## src/rtl/multi_prescaled_scaler_bank_if.sv

```systemverilog
// Readout stream of the scaler bank: one channel snapshot per valid/ready beat.
// The producer drives the master modport; the consumer uses the slave modport.
interface multi_prescaled_scaler_bank_if #(
  parameter int WIDTH  = 24,
  parameter int CHAN_W = 2
);
  logic [WIDTH-1:0]  value_o;
  logic [CHAN_W-1:0] chan_o;
  logic              overflow_o;
  logic              last_o;
  logic              value_valid_o;
  logic              value_ready_i;

  modport master (
    output value_o, chan_o, overflow_o, last_o, value_valid_o,
    input  value_ready_i
  );

  modport slave (
    input  value_o, chan_o, overflow_o, last_o, value_valid_o,
    output value_ready_i
  );
endinterface

```

## src/rtl/multi_prescaled_scaler_bank.sv

```systemverilog
// Bank of NCHAN prescaled, saturating rate scalers. An update request snapshots and
// restarts every channel at once, then the snapshot is streamed out one channel per beat.
module multi_prescaled_scaler_bank #(
  parameter int    NCHAN          = 4,
  parameter int    WIDTH          = 24,
  parameter int    PRESCALE_BITS  = 8,
  parameter string PIPELINE_INPUT = "TRUE"
) (
  input  logic                           fast_clk_i,
  input  logic                           fast_rst_n_i,
  input  logic [NCHAN*PRESCALE_BITS-1:0] prescale_i,
  input  logic [NCHAN-1:0]               count_i,
  input  logic                           update_i,
  output logic                           update_dropped_o,
  multi_prescaled_scaler_bank_if.master  rd
);

  localparam int CHAN_W = (NCHAN > 1) ? $clog2(NCHAN) : 1;
  localparam logic [CHAN_W-1:0] LAST_CHAN = CHAN_W'(NCHAN - 1);

  typedef enum logic [1:0] {IDLE, SNAP, SEND} state_t;

  // Reset asserts asynchronously but releases on a clock edge.
  logic [1:0] rst_sync_q;
  logic       rst_n;

  always_ff @(posedge fast_clk_i or negedge fast_rst_n_i) begin
    if (!fast_rst_n_i) rst_sync_q <= '0;
    else               rst_sync_q <= {rst_sync_q[0], 1'b1};
  end

  assign rst_n = rst_sync_q[1];

  // Count pulses and update share one delay so the interval boundary is identical.
  logic [NCHAN-1:0] cnt_d;
  logic             upd_d;

  generate
    if (PIPELINE_INPUT == "TRUE") begin : g_pipe
      always_ff @(posedge fast_clk_i or negedge rst_n) begin
        if (!rst_n) begin
          cnt_d <= '0;
          upd_d <= 1'b0;
        end else begin
          cnt_d <= count_i;
          upd_d <= update_i;
        end
      end
    end else begin : g_nopipe
      always_comb begin
        cnt_d = count_i;
        upd_d = update_i;
      end
    end
  endgenerate

  state_t                   state_q;
  logic                     presc_init_q;
  logic [PRESCALE_BITS-1:0] presc_q  [NCHAN];
  logic [PRESCALE_BITS-1:0] resid_q  [NCHAN];
  logic [WIDTH-1:0]         live_q   [NCHAN];
  logic [WIDTH-1:0]         snap_q   [NCHAN];
  logic [NCHAN-1:0]         live_ovf_q;
  logic [NCHAN-1:0]         snap_ovf_q;
  logic [NCHAN-1:0]         inc;
  logic                     accept;

  assign accept = upd_d && (state_q == IDLE);

  // ">=" keeps a residue left above a newly lowered prescale from running away.
  always_comb begin
    inc = '0;
    for (int unsigned k = 0; k < NCHAN; k++)
      inc[k] = cnt_d[k] && (resid_q[k] >= presc_q[k]);
  end

  always_ff @(posedge fast_clk_i or negedge rst_n) begin
    if (!rst_n) begin
      presc_init_q <= 1'b1;
      live_ovf_q   <= '0;
      snap_ovf_q   <= '0;
      for (int unsigned k = 0; k < NCHAN; k++) begin
        presc_q[k] <= '0;
        resid_q[k] <= '0;
        live_q[k]  <= '0;
        snap_q[k]  <= '0;
      end
    end else begin
      presc_init_q <= 1'b0;
      for (int unsigned k = 0; k < NCHAN; k++) begin
        if (presc_init_q || accept)
          presc_q[k] <= prescale_i[k*PRESCALE_BITS +: PRESCALE_BITS];
        if (cnt_d[k])
          resid_q[k] <= inc[k] ? '0 : resid_q[k] + 1'b1;
        if (accept) begin
          // The pulse seen on the snapshot edge opens the new interval.
          snap_q[k]     <= live_q[k];
          snap_ovf_q[k] <= live_ovf_q[k];
          live_q[k]     <= inc[k] ? WIDTH'(1) : '0;
          live_ovf_q[k] <= 1'b0;
        end else if (inc[k]) begin
          if (live_q[k] == '1) live_ovf_q[k] <= 1'b1;
          else                 live_q[k]     <= live_q[k] + 1'b1;
        end
      end
    end
  end

  logic [CHAN_W-1:0] chan_q;
  logic [CHAN_W-1:0] nxt_chan;
  logic [WIDTH-1:0]  value_q;
  logic              ovf_q;
  logic              last_q;
  logic              valid_q;
  logic              dropped_q;

  assign nxt_chan = chan_q + 1'b1;

  always_ff @(posedge fast_clk_i or negedge rst_n) begin
    if (!rst_n) begin
      state_q   <= IDLE;
      chan_q    <= '0;
      value_q   <= '0;
      ovf_q     <= 1'b0;
      last_q    <= 1'b0;
      valid_q   <= 1'b0;
      dropped_q <= 1'b0;
    end else begin
      dropped_q <= upd_d && (state_q != IDLE);
      case (state_q)
        IDLE: if (upd_d) state_q <= SNAP;
        SNAP: begin
          state_q <= SEND;
          valid_q <= 1'b1;
          chan_q  <= '0;
          value_q <= snap_ovf_q[0] ? '1 : snap_q[0];
          ovf_q   <= snap_ovf_q[0];
          last_q  <= (NCHAN == 1);
        end
        SEND: if (rd.value_ready_i) begin
          if (chan_q == LAST_CHAN) begin
            state_q <= IDLE;
            valid_q <= 1'b0;
            last_q  <= 1'b0;
            chan_q  <= '0;
            value_q <= '0;
            ovf_q   <= 1'b0;
          end else begin
            chan_q  <= nxt_chan;
            value_q <= snap_ovf_q[nxt_chan] ? '1 : snap_q[nxt_chan];
            ovf_q   <= snap_ovf_q[nxt_chan];
            last_q  <= (nxt_chan == LAST_CHAN);
          end
        end
        default: state_q <= IDLE;
      endcase
    end
  end

  assign rd.value_o         = value_q;
  assign rd.chan_o          = chan_q;
  assign rd.overflow_o      = ovf_q;
  assign rd.last_o          = last_q;
  assign rd.value_valid_o   = valid_q;
  assign update_dropped_o   = dropped_q;

endmodule

```

## src/flat_wrapper.sv

```systemverilog
// flat-port wrapper written by rule: the top's interface ports become plain ports
module multi_prescaled_scaler_bank_flat 
#(
  parameter int    NCHAN          = 4,
  parameter int    WIDTH          = 24,
  parameter int    PRESCALE_BITS  = 8,
  parameter string PIPELINE_INPUT = "    "
)
  (fast_clk_i, fast_rst_n_i, prescale_i, count_i, update_i, update_dropped_o, rd_value_o, rd_chan_o, rd_overflow_o, rd_last_o, rd_value_valid_o, rd_value_ready_i);
  multi_prescaled_scaler_bank_if #(.WIDTH(WIDTH), .CHAN_W(2)) rd_i ();
  input  logic fast_clk_i;
  input  logic fast_rst_n_i;
  input  logic [NCHAN*PRESCALE_BITS-1:0] prescale_i;
  input  logic [NCHAN-1:0] count_i;
  input  logic update_i;
  output logic update_dropped_o;
  output wire logic [$bits(rd_i.value_o)-1:0] rd_value_o;
  output wire logic [$bits(rd_i.chan_o)-1:0] rd_chan_o;
  output wire logic [$bits(rd_i.overflow_o)-1:0] rd_overflow_o;
  output wire logic [$bits(rd_i.last_o)-1:0] rd_last_o;
  output wire logic [$bits(rd_i.value_valid_o)-1:0] rd_value_valid_o;
  input wire logic [$bits(rd_i.value_ready_i)-1:0] rd_value_ready_i;
  assign rd_value_o = rd_i.value_o;
  assign rd_chan_o = rd_i.chan_o;
  assign rd_overflow_o = rd_i.overflow_o;
  assign rd_last_o = rd_i.last_o;
  assign rd_value_valid_o = rd_i.value_valid_o;
  assign rd_i.value_ready_i = rd_value_ready_i;
  multi_prescaled_scaler_bank #(.NCHAN(NCHAN), .WIDTH(WIDTH), .PRESCALE_BITS(PRESCALE_BITS), .PIPELINE_INPUT(PIPELINE_INPUT)) u_core (.fast_clk_i(fast_clk_i), .fast_rst_n_i(fast_rst_n_i), .prescale_i(prescale_i), .count_i(count_i), .update_i(update_i), .update_dropped_o(update_dropped_o), .rd(rd_i));
endmodule
```

## config.mk

```make
export PLATFORM = sky130hd
export DESIGN_NAME = multi_prescaled_scaler_bank_flat
export DESIGN_NICKNAME = d
export VERILOG_FILES = /design/src/rtl/multi_prescaled_scaler_bank_if.sv /design/src/rtl/multi_prescaled_scaler_bank.sv /design/src/flat_wrapper.sv
export SDC_FILE = /design/constraint.sdc
export NUM_CORES = 1
export LEC_CHECK = 0
export CORE_UTILIZATION = 53
export CTS_CLUSTER_DIAMETER = 120
export DETAILED_ROUTE_END_ITERATION = 12
export DONT_BUFFER_PORTS = 1
export PLACE_DENSITY = 0.67
export SKIP_LAST_GASP = 1
export SLEW_MARGIN = 25
export SYNTH_ARGS = -nofsm -noshare
export SYNTH_HDL_FRONTEND = slang
export SYNTH_SLANG_ARGS = --single-unit
```

## constraint.sdc

```tcl
create_clock -name fast_clk_i -period 13.8 [get_ports fast_clk_i]
set_clock_uncertainty 0.1 [all_clocks]
set_input_delay 1.38 -clock fast_clk_i [delete_from_list [all_inputs] [get_ports fast_clk_i]]
set_output_delay 1.38 -clock fast_clk_i [all_outputs]
set_load 0.02 [all_outputs]
```

==> results.sh, run 1 <==
export IMPL_status="finished clean"
export IMPL_yosys_area_top_type_share_pct=49.5
export IMPL_slew_limit_headroom_pct=36.5
export IMPL_boundaryPins=70
export IMPL_power_leakage_nw=7.40
export IMPL_cp_top_family="buffers and inverters"
export IMPL_clk_insertion_delay_late_ns=0.51
export IMPL_cp_required_ns=14.09
export IMPL_fin_nets=1627
export IMPL_yosys_register_bits=299
export IMPL_clk_path_buf_depth=3
export IMPL_antenna_left=0
export IMPL_synthCells=1582
export IMPL_dp_hpwl_um=23300
export IMPL_diodes=0
export IMPL_slowest_delay_ns=0.83
export IMPL_crit_type="input pin to flip-flop"
export IMPL_fin_crit_sh_pct=25.7
export IMPL_fin_setup_tns_ns=0
export IMPL_crit_top_cell="buf_4"
export IMPL_avgViaCountPerCell=6.02
export IMPL_grt_pass1_vias=11000
export IMPL_cts_root_buf="clkbuf_16"
export IMPL_ctsHoldBuffers=0
export IMPL_synth_warnings=0
export IMPL_routed_wl_um=35100
export IMPL_rsz0062_at_grt="false"
export IMPL_max_vdd_ir_drop_mv=0.102
export IMPL_dr_pass1_iters=8
export IMPL_startpoint_type="input pin"
export IMPL_hold_viol_final=0
export IMPL_die_w_um=171
export IMPL_grt_max_degree=87
export IMPL_coreArea_mm2=0.0279
export IMPL_grt_overflow_total=0
export IMPL_groute_usage_overall_pct=25.1
export IMPL_areaGrowthSynthToFinish_pct=9.05
export IMPL_grt_antenna_before_repair=0
export IMPL_cap_viol_max_count=0
export IMPL_io_buffers=0
export IMPL_cts_tree="built"
export IMPL_crit_arrival_ns=3.83
export IMPL_synth_area_per_cell_um2=9.53
export IMPL_syn_nets=1664
export IMPL_holdWs_ns=0.217
export IMPL_clock_sinks=299
export IMPL_die_area_mm2=0.0291
export IMPL_grt_pass1_wl_um=57900
export IMPL_die_h_um=171
export IMPL_dp_slack_ns=9.68
export IMPL_min_period_ns=3.54
export IMPL_drive_above_1_share_pct=8.93
export IMPL_yosysSeqAreaShare_pct=49.6
export IMPL_synthArstFlopShare_pct=100
export IMPL_maxSlewViolCount=0
export IMPL_crit_slowest_cell="buf_4"
export IMPL_drt_iter0_markers=1141
export IMPL_end_kind="flip-flop"
export IMPL_synth_flop_cell="dfrtp_1"
export IMPL_start_util_pct=54.1
export IMPL_fmax_mhz=282
export IMPL_synth_area_leaders="dfrtp_1 (49%), nand2_1 (9.6%), mux4_2 (3.7%)"
export IMPL_pwr_density_cell_mw_per_mm2=156
export IMPL_hold_path_class="flip-flop to async pin"
export IMPL_drc=0
export IMPL_gp_congestion=0.841
export IMPL_htreeDepth=2
export IMPL_cp_max_fo=85
export IMPL_vias=11700
export IMPL_clk_transition_reported_paths_ns=0.06
export IMPL_layout_setup_ws_ns=10.26
export IMPL_fillers=2405
export IMPL_worstPathCellList="nand2_4 > inv_4 > buf_4 > buf_4 > a2111o_1 > nand2_1"
export IMPL_wire_per_inst_um=18.0
export IMPL_synth_edff_count=0
export IMPL_yosys_area_top_type="dfrtp_1"
export IMPL_cts_resized=0
export IMPL_rows=61
export IMPL_critPathBufInv=3
export IMPL_syn_cell_area_mm2=0.0151
export IMPL_numCtsBuffers=34
export IMPL_tightest_slew_ns=0.951
export IMPL_postCtsSetupRepairBufs=0
export IMPL_ys_types=65
export IMPL_finalSetupViolCount=0
==> layout make-up <==
type | instances | area [um^2] | area share [%]
inverter | 55 | 209 | 1.27
multi-input combinational | 1138 | 7050 | 42.9
timing repair buffer | 17 | 168 | 1.02
tap | 378 | 473 | 2.88
sequential | 299 | 7490 | 45.5
clock buffer | 55 | 1030 | 6.28
clock inverter | 4 | 20.0 | 0.122
==> logic make-up (layout without fill, tap and decap cells) <==
group,Yosys count,in the layout,synth area share [%]
AO/OA/AOI/OAI,269,269,11.4
XOR/XNOR,21,21,1.22
adder cells (fa/ha/maj),42,42,3.48
buffers and inverters,145,131,3.96
flip-flops,299,299,49.6
multiplexers,80,80,7.66
other,2,2,0.0498
AND/OR/NAND/NOR,724,724,22.6
==> metal layers <==
metal / vias up / share of wire, % / global-route usage (%)
met2: 282 / 46 / 38.8
met1: 5825 / 46 / 36.0
li1: 5539 / - / -
met4: 0 / 3.3 / 9.17
met5: - / 0 / 0
met3: 66 / 5.1 / 3.75
==> where the power goes <==
group,internal (mW),leakage [nW],switching (mW)
clock network,0.511,0.517,0.347
registers,0.985,4.00,0.155
logic,0.195,2.89,0.375
total,1.69,7.40,0.877
==> final timing paths <==
path | cells past startpoint | slack, ns | to | startpoint
worst max register to register | 7 | 10.31 | u_core.live_q[70] | u_core.state_q[0]
worst max-delay path | 6 | 10.26 | u_core.live_q[70] | update_i
worst min-delay path | 1 | 0.22 | u_core.live_q[11] | u_core.rst_sync_q[1]
worst min register to register | 1 | 0.22 | u_core.live_q[11] | u_core.rst_sync_q[1]
max in group asynchronous | 3 | 11.93 | u_core.rd.chan_o[0] | u_core.rst_sync_q[1]
min in group fast_clk_i | 0 | 0.25 | u_core.rst_sync_q[1] | u_core.rst_sync_q[0]
==> stage by stage <==
stage / util, % / area [um^2] / power [mW] / std cells
3_3_place_gp: 55.0 / 15300 / 1.70 / 1885
3_5_place_dp: 55.0 / 15300 / 1.73 / 1885
2_1_floorplan: - / 15100 / 1.58 / 1582
4_1_cts: 58.8 / 16400 / 2.59 / 1944
6_report: 59.0 / 16400 / 2.57 / 1946
5_1_grt: 59.0 / 16400 / 2.72 / 1946
==> cells in the final DEF (no fill, tap or decap), types with 22 or more instances in the layout <==
master and n:
nand2_1 384, dfrtp_1 296, a21oi_1 103, nor2_1 86, nand3_1 56, inv_1 54, or4_1 50, o31ai_1 46
ha_1 42, o21ai_0 37, clkbuf_16 37, mux2_2 32, nand4_1 29, mux4_2 25, nand2b_1 23, a22oi_1 23
mux2i_1 22
==> registers in the layout, indices dropped and copies added (netlist names) <==
signal	flops
u_core.live_q	96
u_core.snap_q	96
u_core.presc_q	32
u_core.resid_q	32
u_core.rd.value_o	24
u_core.live_ovf_q	4
u_core.snap_ovf_q	4
u_core.rd.chan_o	2
u_core.rst_sync_q	2
u_core.state_q	2
u_core.presc_init_q	1
u_core.rd.last_o	1
u_core.rd.overflow_o	1
u_core.rd.value_valid_o	1
u_core.update_dropped_o	1
==> worst register-to-register path: stages (launching register included) <==
cell and delay [ns]:
dfrtp_1 0.47, nor2_1 0.27, nand2_4 0.47, inv_4 0.26, buf_4 0.69, buf_4 0.83, a2111o_1 0.22, nand2_1 0.05
==> synth_stat cells, drive strengths merged (24+ instances only) <==
| master | instances |
|---|---|
| mux4 | 25 |
| o31ai | 46 |
| or4 | 50 |
| ha | 42 |
| clkbuf | 67 |
| nand2 | 385 |
| nand4 | 31 |
| nand3 | 56 |
| inv | 55 |
| nor2 | 89 |
| o21ai | 38 |
| nand2b | 24 |
| a21oi | 103 |
| dfrtp | 298 |
| mux2 | 33 |
Note: power is estimated with default switching activity, not from simulation.
==> inputs of run 2 (changes only) <==
==> constraint.sdc (replaced) <==
create_clock -name fast_clk_i -period 3.4 [get_ports fast_clk_i]
set_clock_uncertainty 0.1 [all_clocks]
set_input_delay 0.34 -clock fast_clk_i [delete_from_list [all_inputs] [get_ports fast_clk_i]]
set_output_delay 0.34 -clock fast_clk_i [all_outputs]
set_load 0.02 [all_outputs]
==> results.sh, run 2 (synthesis results as in run 1) <==
export IMPL_status="finished clean"
export IMPL_rrSetupSlack_ns=0.74
export IMPL_end_kind="flip-flop"
export IMPL_top_regs="u_core.live_q x96, u_core.snap_q x96"
export IMPL_dp_hpwl_um=23600
export IMPL_grt_overflow_total=0
export IMPL_multi_input_area_mm2=0.00704
export IMPL_diodes=0
export IMPL_ff_latch_area_mm2=0.00749
export IMPL_avgViaCountPerCell=5.92
export IMPL_rows=61
export IMPL_wl_met1_um=16000
export IMPL_fin_crit_sh_pct=78.2
export IMPL_fillers=2359
export IMPL_routed_top_layer="met4"
export IMPL_timing_rr_end="u_core.live_q[23]"
export IMPL_rsz0062_at_grt="false"
export IMPL_worst_r2r_path_depth=8
export IMPL_vias=11800
export IMPL_tightest_slew_ns=0.922
export IMPL_htreeDepth=2
export IMPL_fin_nets=1672
export IMPL_grt_antenna_before_repair=0
export IMPL_maxSlewViolCount=0
export IMPL_layout_setup_ws_ns=0.740
export IMPL_cp_max_fo=25
export IMPL_wl_met3_um=1740
export IMPL_clk_path_buf_depth=3
export IMPL_grt_pass1_vias=11300
export IMPL_final_cell_mix="nand2_1 (384), dfrtp_1 (296), a21oi_1 (103)"
export IMPL_drt_iter0_markers=1023
export IMPL_hold_path_class="input pin to flip-flop"
export IMPL_min_period_ns=2.66
export IMPL_clk_insertion_delay_late_ns=0.51
export IMPL_max_vdd_ir_drop_mv=0.431
export IMPL_clk_transition_reported_paths_ns=0.06
export IMPL_grt_max_degree=164
export IMPL_io_buffers=0
export IMPL_cts_tree="built"
export IMPL_areaGrowthSynthToFinish_pct=13.0
export IMPL_boundaryPins=70
export IMPL_dr_pass1_iters=5
export IMPL_coreArea_mm2=0.0279
export IMPL_dp_slack_ns=0.750
export IMPL_fmax_mhz=376
export IMPL_fin_setup_tns_ns=0
export IMPL_grt_pass1_wl_um=58100
export IMPL_wire_per_inst_um=17.8
export IMPL_die_area_mm2=0.0291
export IMPL_cp_required_ns=3.69
export IMPL_antenna_left=0
export IMPL_crit_arrival_ns=2.95
export IMPL_gp_congestion=0.816
export IMPL_clock_sinks=299
export IMPL_power_leakage_nw=7.67
export IMPL_crit_type="flip-flop to flip-flop"
export IMPL_startpoint_type="flip-flop"
export IMPL_worstSetupEndpoint="u_core.live_q[23]"
export IMPL_mostFrequentLayoutCell="nand2_1"
export IMPL_cts_root_buf="clkbuf_16"
export IMPL_die_w_um=171
export IMPL_cap_viol_max_count=0
export IMPL_reg2reg_from="u_core.resid_q[0]"
export IMPL_slew_limit_headroom_pct=38.4
export IMPL_numCtsBuffers=35
export IMPL_groute_usage_overall_pct=25.1
export IMPL_drc=0
export IMPL_hold_viol_final=0
export IMPL_cp_startpoint="u_core.resid_q[0]"
export IMPL_finalSetupViolCount=0
export IMPL_postCtsSetupRepairBufs=0
export IMPL_start_util_pct=54.1
export IMPL_dr_wl_met2_um=16800
export IMPL_die_h_um=171
export IMPL_routed_wl_um=35500
export IMPL_pwr_density_cell_mw_per_mm2=638
export IMPL_drive_above_1_share_pct=9.54
-- run 2: how the worst min path moves through the flow --
stage | from | end | slack [ns] | cells past startpoint
after floorplan | fast_rst_n_i | u_core.rst_sync_q[0] | -0.06 | 0
after global placement | fast_rst_n_i | u_core.rst_sync_q[0] | -0.06 | 0
after detailed placement | fast_rst_n_i | u_core.rst_sync_q[0] | -0.06 | 0
after CTS | rd_value_ready_i | u_core.rd.value_valid_o | 0.003 | 3
after global routing | rd_value_ready_i | u_core.rd.value_valid_o | 0.02 | 3
final | rd_value_ready_i | u_core.rd.value_valid_o | 0.02 | 3
-- run 2: per-stage QoR --
step	instance area [um^2]	instances	utilization, %	total power [mW]	hold WS (ns)
detailed placement	15400	1891	55.4	7.08	-0.0555
global route	17000	1992	61.2	11.5	0.0240
finish	17000	1992	61.2	10.9	0.0159
floorplan	15100	1582	-	6.40	-0.0556
global placement	15400	1891	55.4	6.99	-0.0556
CTS	17000	1992	61.2	11.0	0.00259
-- run 2: layout make-up --
class                           instances  share of cell area, %
Sequential cell                       299                   43.9
Multi-Input combinational cell       1138                   41.3
Clock buffer                           55                   6.59
Timing Repair Buffer                   61                   3.64
Tap cell                              378                   2.78
Inverter                               55                   1.23
Clock inverter                          6                  0.499
-- run 2: worst max-delay path: stages (launching register included) --
cell,delay [ns]
dfrtp_1,0.40
inv_1,0.08
ha_1,0.28
nand2b_1,0.14
a2111o_1,0.46
a32oi_2,0.58
buf_12,0.24
nor3_1,0.07
o211a_1,0.20
-- run 2: power breakdown --
group	total, mW	switching, mW	internal (mW)
Combinational	2.41	1.55	0.861
Clock	3.84	1.43	2.41
Sequential	4.62	0.622	4.00
-- run 2: layer usage --
layer	GRT usage, %	vias to the layer above
met5	0	-
met4	8.19	0
met3	3.68	59
met2	40.3	288
met1	35.1	5804
li1	-	5636
-- run 2: timing repair --
action,4_1_cts,5_1_grt
hold buffers,40,0
gates resized for setup,0,0
endpoints found under the hold margin,55,0
